--- src/rtl/adc_pair_realign.sv ---
// adc_pair_realign: queues ADC channels A and B separately and emits time-aligned (A, B) pairs
// with backpressure, overflow/skew detection and a one-cycle resynchronising flush.
module adc_pair_realign #(
    parameter int DATA_W      = 16,
    parameter int DEPTH       = 8,
    parameter int MAX_SKEW    = 4,
    parameter bit AUTO_RESYNC = 1'b1
) (
    input  logic                             alg_clk,
    input  logic                             alg_rst,
    input  logic [DATA_W-1:0]                data_in_A_channel,
    input  logic                             data_in_A_channel_en,
    input  logic [DATA_W-1:0]                data_in_B_channel,
    input  logic                             data_in_B_channel_en,
    input  logic                             resync_req,
    input  logic                             clr_status,
    input  logic                             pair_ready,
    output logic [DATA_W-1:0]                pair_A,
    output logic [DATA_W-1:0]                pair_B,
    output logic                             pair_valid,
    output logic                             overflow_A,
    output logic                             overflow_B,
    output logic                             skew_err,
    output logic signed [$clog2(DEPTH)+1:0]  skew,
    output logic [31:0]                      pair_count
);
    localparam int AW = $clog2(DEPTH);
    localparam int SW = AW + 2;
    typedef enum logic {RUN, FLUSH} state_t;
    state_t state_q, state_d;
    logic [DATA_W-1:0] mem_a_q [DEPTH];
    logic [DATA_W-1:0] mem_b_q [DEPTH];
    logic [AW-1:0] wp_a_q, wp_a_d, rp_a_q, rp_a_d, wp_b_q, wp_b_d, rp_b_q, rp_b_d;
    logic [AW:0] occ_a_q, occ_a_d, occ_b_q, occ_b_d;
    logic [DATA_W-1:0] pa_q, pa_d, pb_q, pb_d;
    logic pv_q, pv_d, ovf_a_q, ovf_a_d, ovf_b_q, ovf_b_d, serr_q, serr_d;
    logic [SW-1:0] skew_q, diff, adiff;
    logic [31:0] cnt_q, cnt_d;
    logic flush, full_a, full_b, pop, wr_a, wr_b, skew_bad;
    always_comb begin
        flush    = state_q == FLUSH;
        full_a   = occ_a_q == (AW+1)'(DEPTH);
        full_b   = occ_b_q == (AW+1)'(DEPTH);
        // Both queues pop together so the pair index stays locked across channels.
        pop      = !flush && (!pv_q || pair_ready) && occ_a_q != '0 && occ_b_q != '0;
        wr_a     = !flush && data_in_A_channel_en && (!full_a || pop);
        wr_b     = !flush && data_in_B_channel_en && (!full_b || pop);
        diff     = SW'(occ_a_q) - SW'(occ_b_q);
        adiff    = diff[SW-1] ? -diff : diff;
        skew_bad = adiff > SW'(MAX_SKEW);
        wp_a_d   = flush ? '0 : wp_a_q + AW'(wr_a);
        wp_b_d   = flush ? '0 : wp_b_q + AW'(wr_b);
        rp_a_d   = flush ? '0 : rp_a_q + AW'(pop);
        rp_b_d   = flush ? '0 : rp_b_q + AW'(pop);
        occ_a_d  = flush ? '0 : occ_a_q + (AW+1)'(wr_a) - (AW+1)'(pop);
        occ_b_d  = flush ? '0 : occ_b_q + (AW+1)'(wr_b) - (AW+1)'(pop);
        state_d  = !flush && (resync_req || (AUTO_RESYNC && skew_bad)) ? FLUSH : RUN;
        ovf_a_d  = (!flush && data_in_A_channel_en && full_a && !pop) || (ovf_a_q && !clr_status);
        ovf_b_d  = (!flush && data_in_B_channel_en && full_b && !pop) || (ovf_b_q && !clr_status);
        serr_d   = skew_bad || (serr_q && !clr_status);
        pv_d     = flush ? 1'b0 : pop ? 1'b1 : pv_q && !pair_ready;
        pa_d     = pop ? mem_a_q[rp_a_q] : pa_q;
        pb_d     = pop ? mem_b_q[rp_b_q] : pb_q;
        cnt_d    = cnt_q + 32'(pv_q && pair_ready);
    end
    always_ff @(posedge alg_clk) begin
        if (wr_a) mem_a_q[wp_a_q] <= data_in_A_channel;
        if (wr_b) mem_b_q[wp_b_q] <= data_in_B_channel;
    end
    always_ff @(posedge alg_clk) begin
        if (alg_rst) begin
            state_q <= RUN;
            wp_a_q  <= '0;
            rp_a_q  <= '0;
            wp_b_q  <= '0;
            rp_b_q  <= '0;
            occ_a_q <= '0;
            occ_b_q <= '0;
            pa_q    <= '0;
            pb_q    <= '0;
            pv_q    <= 1'b0;
            ovf_a_q <= 1'b0;
            ovf_b_q <= 1'b0;
            serr_q  <= 1'b0;
            skew_q  <= '0;
            cnt_q   <= '0;
        end else begin
            state_q <= state_d;
            wp_a_q  <= wp_a_d;
            rp_a_q  <= rp_a_d;
            wp_b_q  <= wp_b_d;
            rp_b_q  <= rp_b_d;
            occ_a_q <= occ_a_d;
            occ_b_q <= occ_b_d;
            pa_q    <= pa_d;
            pb_q    <= pb_d;
            pv_q    <= pv_d;
            ovf_a_q <= ovf_a_d;
            ovf_b_q <= ovf_b_d;
            serr_q  <= serr_d;
            skew_q  <= diff;
            cnt_q   <= cnt_d;
        end
    end
    assign pair_A     = pa_q;
    assign pair_B     = pb_q;
    assign pair_valid = pv_q;
    assign overflow_A = ovf_a_q;
    assign overflow_B = ovf_b_q;
    assign skew_err   = serr_q;
    assign skew       = skew_q;
    assign pair_count = cnt_q;
endmodule

--- config.mk ---
export PLATFORM = sky130hd
export DESIGN_NAME = adc_pair_realign
export DESIGN_NICKNAME = d
export VERILOG_FILES = /design/src/rtl/adc_pair_realign.sv
export SDC_FILE = /design/constraint.sdc
export NUM_CORES = 1
export LEC_CHECK = 0
export ABC_AREA = 0
export CELL_PAD_IN_SITES_DETAIL_PLACEMENT = 2
export CELL_PAD_IN_SITES_GLOBAL_PLACEMENT = 2
export CORE_ASPECT_RATIO = 0.75
export CORE_MARGIN = 5
export CORE_UTILIZATION = 25
export DETAILED_ROUTE_END_ITERATION = 8
export PLACE_DENSITY_LB_ADDON = 0.1
export SLEW_MARGIN = 40
export SYNTH_ARGS = -nofsm -noshare
export SYNTH_HDL_FRONTEND = slang
export SYNTH_SLANG_ARGS = --single-unit
--- constraint.sdc ---
create_clock -name alg_clk -period 4.6 [get_ports alg_clk]
set_clock_uncertainty 0.2 [all_clocks]
set_input_delay 0.46 -clock alg_clk [delete_from_list [all_inputs] [get_ports alg_clk]]
set_output_delay 0.46 -clock alg_clk [all_outputs]
set_load 0.01 [all_outputs]
Word level (Yosys, flattened, before mapping)
Memories as Yosys holds them, arrays and structs flattened. A register that Yosys moved wholly into a read port is not among the register bits. Index checks and enable logic that the tools add are counted.

Mux-type cells: 7. Bitwise gates (word level): 0. Multipliers: 0. Divide/modulo/power cells: 0. $lt $le $gt $ge: 1. Shift operators: 0. Equal/unequal tests: 2. Reductions and logical operators: 34. Add/subtract/negate cells: 11.

Operators with widths (count): adder 32 x 1 -> 32 bit (1); logical AND 1 bit (17); adder 3 x 1 -> 3 bit (4); adder 4 x 1 -> 4 bit (2); equality test 4 bit (second input constant) (2); nonzero test 4 bit (2); subtractor 4 x 1 -> 4 bit (2); logical NOT 1 bit (7); logical OR 1 bit (7); 2-to-1 mux 1 bit (6); > comparator 5 x 3 -> 1 bit (second input constant) (1); 2-to-1 mux 5 bit (1); negator 5 bit (1); subtractor 4 x 4 -> 5 bit (1); OR reduction 2 bit (1).

Output and inout bits: 73. Word-level logic and storage cells: 70. Register bits: 62. RAM bits: 256. Input port bits: 39. Bits in read-only memories: 0. Memories: 2. Bits in latches: 0.

Memory list: mem_a_q (depth 8, bits a word 16, read ports 1, clocked after Yosys merged registers in 1, wr ports 1, line 31) `logic [DATA_W-1:0] mem_a_q [DEPTH];`; mem_b_q (depth 8, bits a word 16, read ports 1, clocked after Yosys merged registers in 1, wr ports 1, line 32) `logic [DATA_W-1:0] mem_b_q [DEPTH];`.

Longest topological paths before layout
Gate-level depths: netlist (run 1).

Depth after elaboration: 9. Mapped depth: 14. Gate-level depth less buffers: 13.

Least setup slack after synthesis (run 1)
Ideal clock, no wire load.

Kind: register -> register. Start: register occ_a_q[2]. End: memory mem_a_q[0][0], enable pin. Stages on the path, launching flop included: 8. Clock period less this slack: 3685 ps. Slack: 915 ps. Buffers on the path: 0. Arrival time: 3055 ps. Required time: 3970 ps. Library setup time: 430 ps. Path through: dfxtp_1 -> inv_1 -> ha_1 -> nor3b_1 -> or4_1 -> clkinv_1 -> o21ai_1 -> nor4_1.

Cells in the longest elaborated chain, start to end: 7. Elaborated cells on any way between the ends: 9. Classes of those cells: eq/ne: 1; mux: 2; reduce/logical: 6.

RTL lines: from (decl) (line 34) `logic [AW:0] occ_a_q, occ_a_d, occ_b_q, occ_b_d;`; from (signal assigned) (line 77) `occ_a_q <= '0;`; from (signal assigned) (line 93) `occ_a_q <= occ_a_d;`; nonzero test 4 bit (line 45) `pop = !flush && (!pv_q || pair_ready) && occ_a_q != '0 && occ_b_q != '0;`; logical AND 1 bit (2 in a row) (line 45); logical OR 1 bit * (line 46) `wr_a = !flush && data_in_A_channel_en && (!full_a || pop);`; logical AND 1 bit * (line 46); 2-to-1 mux 1 bit * (line 67) `if (wr_a) mem_a_q[wp_a_q] <= data_in_A_channel;`; 2-to-1 mux 1 bit (implied by the code) * (line 67); to (decl) (line 31).

Mark *: on every way between the ends. The rest lies on a longest branch, timed or not.

Worst setup path in the final report (run 1)
Start: register occ_a_q[3]. End: register occ_a_q[2].

Cells in the longest elaborated chain, start to end: 7. Elaborated cells on any way between the ends: 9. Classes of those cells: add/sub: 2; eq/ne: 1; reduce/logical: 6.

RTL lines: nonzero test 4 bit (line 45); logical AND 1 bit (2 in a row) (line 45); logical OR 1 bit (line 46); logical AND 1 bit (line 46); adder 4 x 1 -> 4 bit (line 55) `occ_a_d = flush ? '0 : occ_a_q + (AW+1)'(wr_a) - (AW+1)'(pop);`; subtractor 4 x 1 -> 4 bit * (line 55).

Marked as above. A chain may end at the register's enable or synchronous reset.

==> impl_metrics.csv, run 1 <==
group,metric,value,unit
synthesis,synth_most_common_cell,"edfxtp_1",
synthesis,postSynth.asyncResetShare,0,
worst_setup_path,cp.arrival,3.77,ns
worst_setup_path,path_class,"reg -> reg",
cells_and_area,seqCellArea,9580,um^2
clocking,clock_latency,0.58,ns
clocking,cts_made_buffers,41,
synthesis,synth-seq-cells,350,
worst_setup_path,critical_path_buf_inv_count,4,
sta,tightest_slew,0.694,ns
power_and_ir_drop,finalPower,0.00872,W
worst_setup_path,r2r-start,"occ_a_q[3]",
synthesis,ys_types,46,
worst_setup_path,cp_top_family,"adder cells",
clocking,cts.sinks,350,
synthesis,synth_warnings,0,
power_and_ir_drop,p_seq_frac,0.450,
cells_and_area,drive_above_1_share,0.170,
global_route,overflow,0,
route,wire_per_inst,20.5,um
place,place_inst,1655,
route,drt-initial-drc-count,340,
clocking,clockBufferDepth,3,
min_path,hold_path_depth,2,
cells_and_area,final_util,0.315,
die,core_region_area,54300,um^2
min_path,min_path_type,"in -> reg",
synthesis,synth_flop_cell,"edfxtp_1",
min_path,worstHoldStart,"alg_rst",
place,dpl.hpwl,22100,um
sta,tns,0,ns
route,ant_nets,0,
sta,grt_setup_unrepaired,"no",
global_route,antenna_found_initial,2,
power_and_ir_drop,p_per_area,510,nW/um^2
die,io_pins,112,
clocking,cts_hold_buffers,0,
synthesis,ys_seq_area_frac,0.698,
worst_setup_path,path_max_fanout,23,
cells_and_area,diodes,0,
worst_setup_path,rrSetupSlack,1.07,ns
clocking,cts_tree,"yes",
power_and_ir_drop,p_leak,5.35,nW
synthesis,synth_area_leader_cell,"edfxtp_1",
worst_setup_path,reg2reg_to,"occ_a_q[2]",
clocking,cts-htree-levels,2,
cells_and_area,final_cells,1731,
run_status,status,"complete, no violations",
cells_and_area,nNetsFinal,1044,
die,die_h,213,um
worst_setup_path,startpoint,"occ_a_q[3]",
place,finalWeightedCongestion,0.662,
clocking,cts_resized,0,
worst_setup_path,critPathLaunchType,"register",
sta,min_period,3.53,ns
clocking,cts-root-buf,"clkbuf_16",
die,start_util,0.252,
synthesis,syn_nets,903,
route,via_per_inst,4.41,
global_route,grt_max_degree,42,
synthesis,avgSynthCellArea,16.4,um^2
worst_setup_path,cpMaxStageDelayCell,"or4_1",
synthesis,yosys-top-cells-count,"edfxtp_1, dfxtp_1, nor2_1",
place,numPortBuffers,111,
synthesis,syn_inst,835,
worst_setup_path,crit_path_end_kind,"register",
global_route,grt_pass1_vias,8499,
sta,holdWs,0.190,ns
synthesis,synth_area_leaders,"edfxtp_1, dfxtp_1, mux4_2",
route,drt-pass1-iter-count,6,
power_and_ir_drop,comb_power_share,0.187,
min_path,hold_path_end,"pair_count[12]",
die,dieArea,59700,um^2
worst_setup_path,worstPathCellList,"inv_1, ha_1, nor3b_1, or4_1, inv_2, o21ai_1, ha_1, inv_1, ha_1, inv_1, fa_1, xor2_1, nor2_1",
cells_and_area,multiInputGateArea,3940,um^2
synthesis,syn_area,13700,um^2
sta,finalSetupViolations,0,
worst_setup_path,reg2regPathDepth,13,
route,wl,35500,um
sta,period_share,0.768,
route,drcViolationCount,0,
die,die_w,280,um
clocking,clk_pin_slew,0.06,ns
worst_setup_path,cp.depth,13,
power_and_ir_drop,p_sw_frac,0.272,
cells_and_area,areaGrowthSynthToFinish,24.8,%
route,via_count,7630,
worst_setup_path,required,4.84,ns
power_and_ir_drop,p_int,0.00635,W
die,row_count,74,
global_route,grt_pass1_wl,54300,um
synthesis,yosys.area.top_type_share,0.560,
sta,slew_violations,0,
power_and_ir_drop,p_switching,0.00238,W
job,cap_violations,0,
global_route,grt_usage,0.120,
power_and_ir_drop,p_clk_frac,0.362,
cells_and_area,fillCellCount,5518,
sta,slew_headroom,0.537,
worst_setup_path,cp_slowest_stage_delay,0.54,ns
clocking,postCtsSetupRepairBufs,0,
power_and_ir_drop,peakVddDrop,0.000245,V
sta,final_hold_viol_count,0,
sta,max_freq,0.283,GHz
synthesis,synth_edf_count,256,
cell families (layout without fill, tap and decap cells):
| kind of cell | count (synthesis) | after routing | share of synthesized area |
|---|---|---|---|
| AO/OA/AOI/OAI | 82 | 82 | 0.0397 |
| adder cells (fa/ha/maj) | 29 | 29 | 0.0281 |
| multiplexers | 102 | 102 | 0.133 |
| flip-flops | 350 | 350 | 0.698 |
| buffers and inverters | 62 | 236 | 0.0182 |
| AND/OR/NAND/NOR | 192 | 192 | 0.0716 |
| XOR/XNOR | 18 | 18 | 0.0115 |
worst max path at each step:
stage	endpoint	slack (ns)
6_report	occ_a_q[2]	1.07
5_1_grt	occ_a_q[2]	0.76
4_1_cts	occ_a_q[2]	1.02
2_1_floorplan	mem_a_q[0][0]	0.91
3_5_place_dp	occ_a_q[2]	0.69
3_3_place_gp	occ_a_q[2]	0.73
cells in the final DEF, fill, tap and decap left out, types with 13 or more instances in the layout:
cell type / synthesis / layout
edfxtp_1: 256 / 256
ha_1: 26 / 26
dfxtp_1: 94 / 91
mux4_2: 64 / 64
nand2_1: 19 / 19
clkbuf_16: 0 / 41
inv_1: 22 / 22
mux2i_1: 32 / 32
nor2_1: 77 / 77
nor2b_1: 13 / 13
buf_4: 0 / 27
xnor2_1: 14 / 14
and2_1: 14 / 14
clkdlybuf4s50_1: 0 / 110
a21oi_1: 20 / 20
a211oi_1: 33 / 33
sequential cells by signal, summed over array words and instances, names as in the netlist:
signal	flops
pair_A	16
rp_b_q	3
pair_valid	1
skew_err	1
wp_b_q	3
overflow_A	1
pair_count	32
mem_b_q	128
skew	5
overflow_B	1
flush	1
occ_b_q	4
mem_a_q	128
rp_a_q	3
occ_a_q	4
pair_B	16
wp_a_q	3
through the flow:
stage | worst slack (ns) | area, um^2
after global placement | 0.732 | 15800
after detailed placement | 0.687 | 15800
final | 1.07 | 17100
after CTS | 1.02 | 17100
after floorplan | 0.915 | 13700
after global routing | 0.764 | 17100
metal layers:
layer  wire length, um  track usage  vias to the layer above
li1                  -            -                     3541
met1             17100        0.166                     3939
met2             16400        0.190                       96
met3              1280       0.0268                       50
met4               681       0.0341                        4
met5                23            0                        -
power groups by stage:
stage	combinational (W)	sequential, W	clock, W
3_3_place_gp	0.00167	0.00400	0
3_5_place_dp	0.00168	0.00401	0
4_1_cts	0.00169	0.00395	0.00331
2_1_floorplan	0.000986	0.00394	0
5_1_grt	0.00182	0.00398	0.00345
6_report	0.00164	0.00393	0.00316
layout make-up:
| type | instances | area share |
|---|---|---|
| Sequential cell | 350 | 0.560 |
| Multi-Input combinational cell | 423 | 0.230 |
| Timing Repair Buffer | 137 | 0.0762 |
| Clock buffer | 59 | 0.0674 |
| Tap cell | 722 | 0.0528 |
| Clock inverter | 17 | 0.00921 |
| Inverter | 23 | 0.00504 |
(Power assumes the default switching activity.)
==> inputs of run 2 (changes only) <==
clock period = 3.15 ns   (was 4.6 ns; I/O delays follow)
==> run 2 against run 1 <==
Global-route usage grew 0.12 points. Design area grew 2.4%. First-iteration DRC count shrank 12%. Sequential power grew 44%. Critical path depth is the same. Clock power grew 51%. Die area is the same. Largest cell class unchanged. Register-to-register slack lost 0.91 ns. Largest power group unchanged.
==> impl_metrics.csv, run 2 (synthesis gave the netlist of run 1 again) <==
group,metric,value,unit
route,via_count,7749,
cells_and_area,drive_above_1_share,0.193,
route,drt-pass1-iter-count,4,
sta,period_share,0.950,
cells_and_area,final_cells,1749,
power_and_ir_drop,p_clk_frac,0.365,
route,wire_per_inst,20.5,um
power_and_ir_drop,finalPower,0.0130,W
clocking,cts_tree,"yes",
min_path,worstHoldStart,"alg_rst",
clocking,cts.sinks,350,
power_and_ir_drop,p_seq_frac,0.435,
route,via_per_inst,4.43,
power_and_ir_drop,p_int,0.00948,W
clocking,clock_latency,0.57,ns
worst_setup_path,required,3.38,ns
cells_and_area,areaGrowthSynthToFinish,27.8,%
worst_setup_path,cpMaxStageDelayCell,"or4_4",
cells_and_area,fillCellCount,5486,
power_and_ir_drop,p_per_area,743,nW/um^2
clocking,cts-root-buf,"clkbuf_16",
cells_and_area,diodes,0,
die,io_pins,112,
global_route,grt_pass1_wl,55300,um
sta,final_hold_viol_count,0,
sta,slew_headroom,0.487,
sta,grt_setup_unrepaired,"no",
power_and_ir_drop,p_sw_frac,0.273,
route,drt-initial-drc-count,300,
clocking,cts-htree-levels,2,
sta,tightest_slew,0.770,ns
cells_and_area,final_cell_area,17500,um^2
power_and_ir_drop,p_leak,5.52,nW
worst_setup_path,path_class,"reg -> reg",
route,drcViolationCount,0,
power_and_ir_drop,p_switching,0.00355,W
worst_setup_path,r2r-start,"occ_a_q[2]",
clocking,cts_hold_buffers,0,
die,dieArea,59700,um^2
clocking,clk_pin_slew,0.06,ns
route,ant_nets,0,
worst_setup_path,path_max_fanout,4,
die,core_region_area,54300,um^2
power_and_ir_drop,peakVddDrop,0.000491,V
route,wl,35800,um
power_and_ir_drop,comb_power_share,0.199,
sta,min_period,2.99,ns
cells_and_area,final_cell_mix,"edfxtp_1, clkdlybuf4s50_1, dfxtp_1",
die,die_h,213,um
cells_and_area,final_common_cell,"edfxtp_1",
global_route,grt_pass1_vias,8618,
worst_setup_path,startpoint,"occ_a_q[2]",
worst_setup_path,cp_slowest_stage_delay,0.50,ns
worst_setup_path,worstPathCellList,"inv_1, ha_1, nor3b_1, or4_4, inv_2, o21ai_1, ha_1, inv_1, ha_1, inv_1, fa_1, xor2_1, nor2_1",
sta,tns,0,ns
place,finalWeightedCongestion,0.665,
global_route,grt_usage,0.121,
sta,holdWs,0.118,ns
sta,finalSetupViolations,0,
die,row_count,74,
place,numPortBuffers,111,
global_route,grt_max_degree,57,
global_route,antenna_found_initial,1,
min_path,min_path_type,"in -> reg",
worst_setup_path,critPathLaunchType,"register",
die,die_w,280,um
cells_and_area,nNetsFinal,1062,
sta,slew_violations,0,
run_status,status,"complete, no violations",
sta,max_freq,0.334,GHz
job,cap_violations,0,
place,dpl.hpwl,22700,um
place,place_inst,1672,
worst_setup_path,cp.arrival,3.23,ns
clocking,cts_made_buffers,41,
worst_setup_path,crit_path_end_kind,"register",
global_route,overflow,0,
clocking,clockBufferDepth,3,
die,start_util,0.252,
place,place_area,16100,um^2
## run 2: what timing repair did
item	in CTS	in global routing
buffers inserted	0	1
endpoints found under the setup margin	0	2
gates resized for setup	0	2
## run 2: area by class of cell
cell class	count	area [um^2]	area share
sequential	350	9570	0.546
multi-input combinational	423	3950	0.225
timing repair buffer	155	1650	0.0942
clock buffer	52	1140	0.0649
tap	722	903	0.0515
clock inverter	24	230	0.0131
inverter	23	86.3	0.00493
## run 2: final timing paths
check             slack [ns]              to  cells past startpoint
setup reg to reg        0.16      occ_b_q[2]                     13
hold / removal          0.12  pair_count[12]                      2
hold reg to reg         0.27      overflow_A                      2
setup / recovery        0.16      occ_b_q[2]                     13
## run 2: metrics by stage
stage           util  worst slack, ns
3_5_place_dp   0.297           -0.134
5_1_grt        0.323          0.00130
3_3_place_gp   0.297          -0.0664
2_1_floorplan      -           -0.139
6_report       0.323            0.157
4_1_cts        0.322           0.0349
## run 2: layer usage
layer | wire length (um) | vias to the layer above | global-route usage
met5 | 13 | - | 0
met4 | 723 | 2 | 0.0343
met3 | 1110 | 52 | 0.0230
met2 | 16400 | 88 | 0.190
met1 | 17600 | 4049 | 0.172
li1 | - | 3558 | -
## run 2: critical path: cells and delay by family (launching register included)
| kind | cells | cell delay (ns) |
|---|---|---|
| AO/OA/AOI/OAI | 1 | 0.11 |
| buffers and inverters | 4 | 0.30 |
| flip-flops | 1 | 0.35 |
| AND/OR/NAND/NOR | 3 | 0.69 |
| adder cells (fa/ha/maj) | 4 | 1.04 |
| XOR/XNOR | 1 | 0.18 |
## run 2: power by group through the flow
stage / logic, W / clock network (W) / registers, W
after floorplan: 0.00145 / 0 / 0.00576
after global placement: 0.00265 / 0 / 0.00577
after detailed placement: 0.00268 / 0 / 0.00578
after CTS: 0.00269 / 0.00496 / 0.00569
after global routing: 0.00289 / 0.00513 / 0.00573
final: 0.00260 / 0.00476 / 0.00567
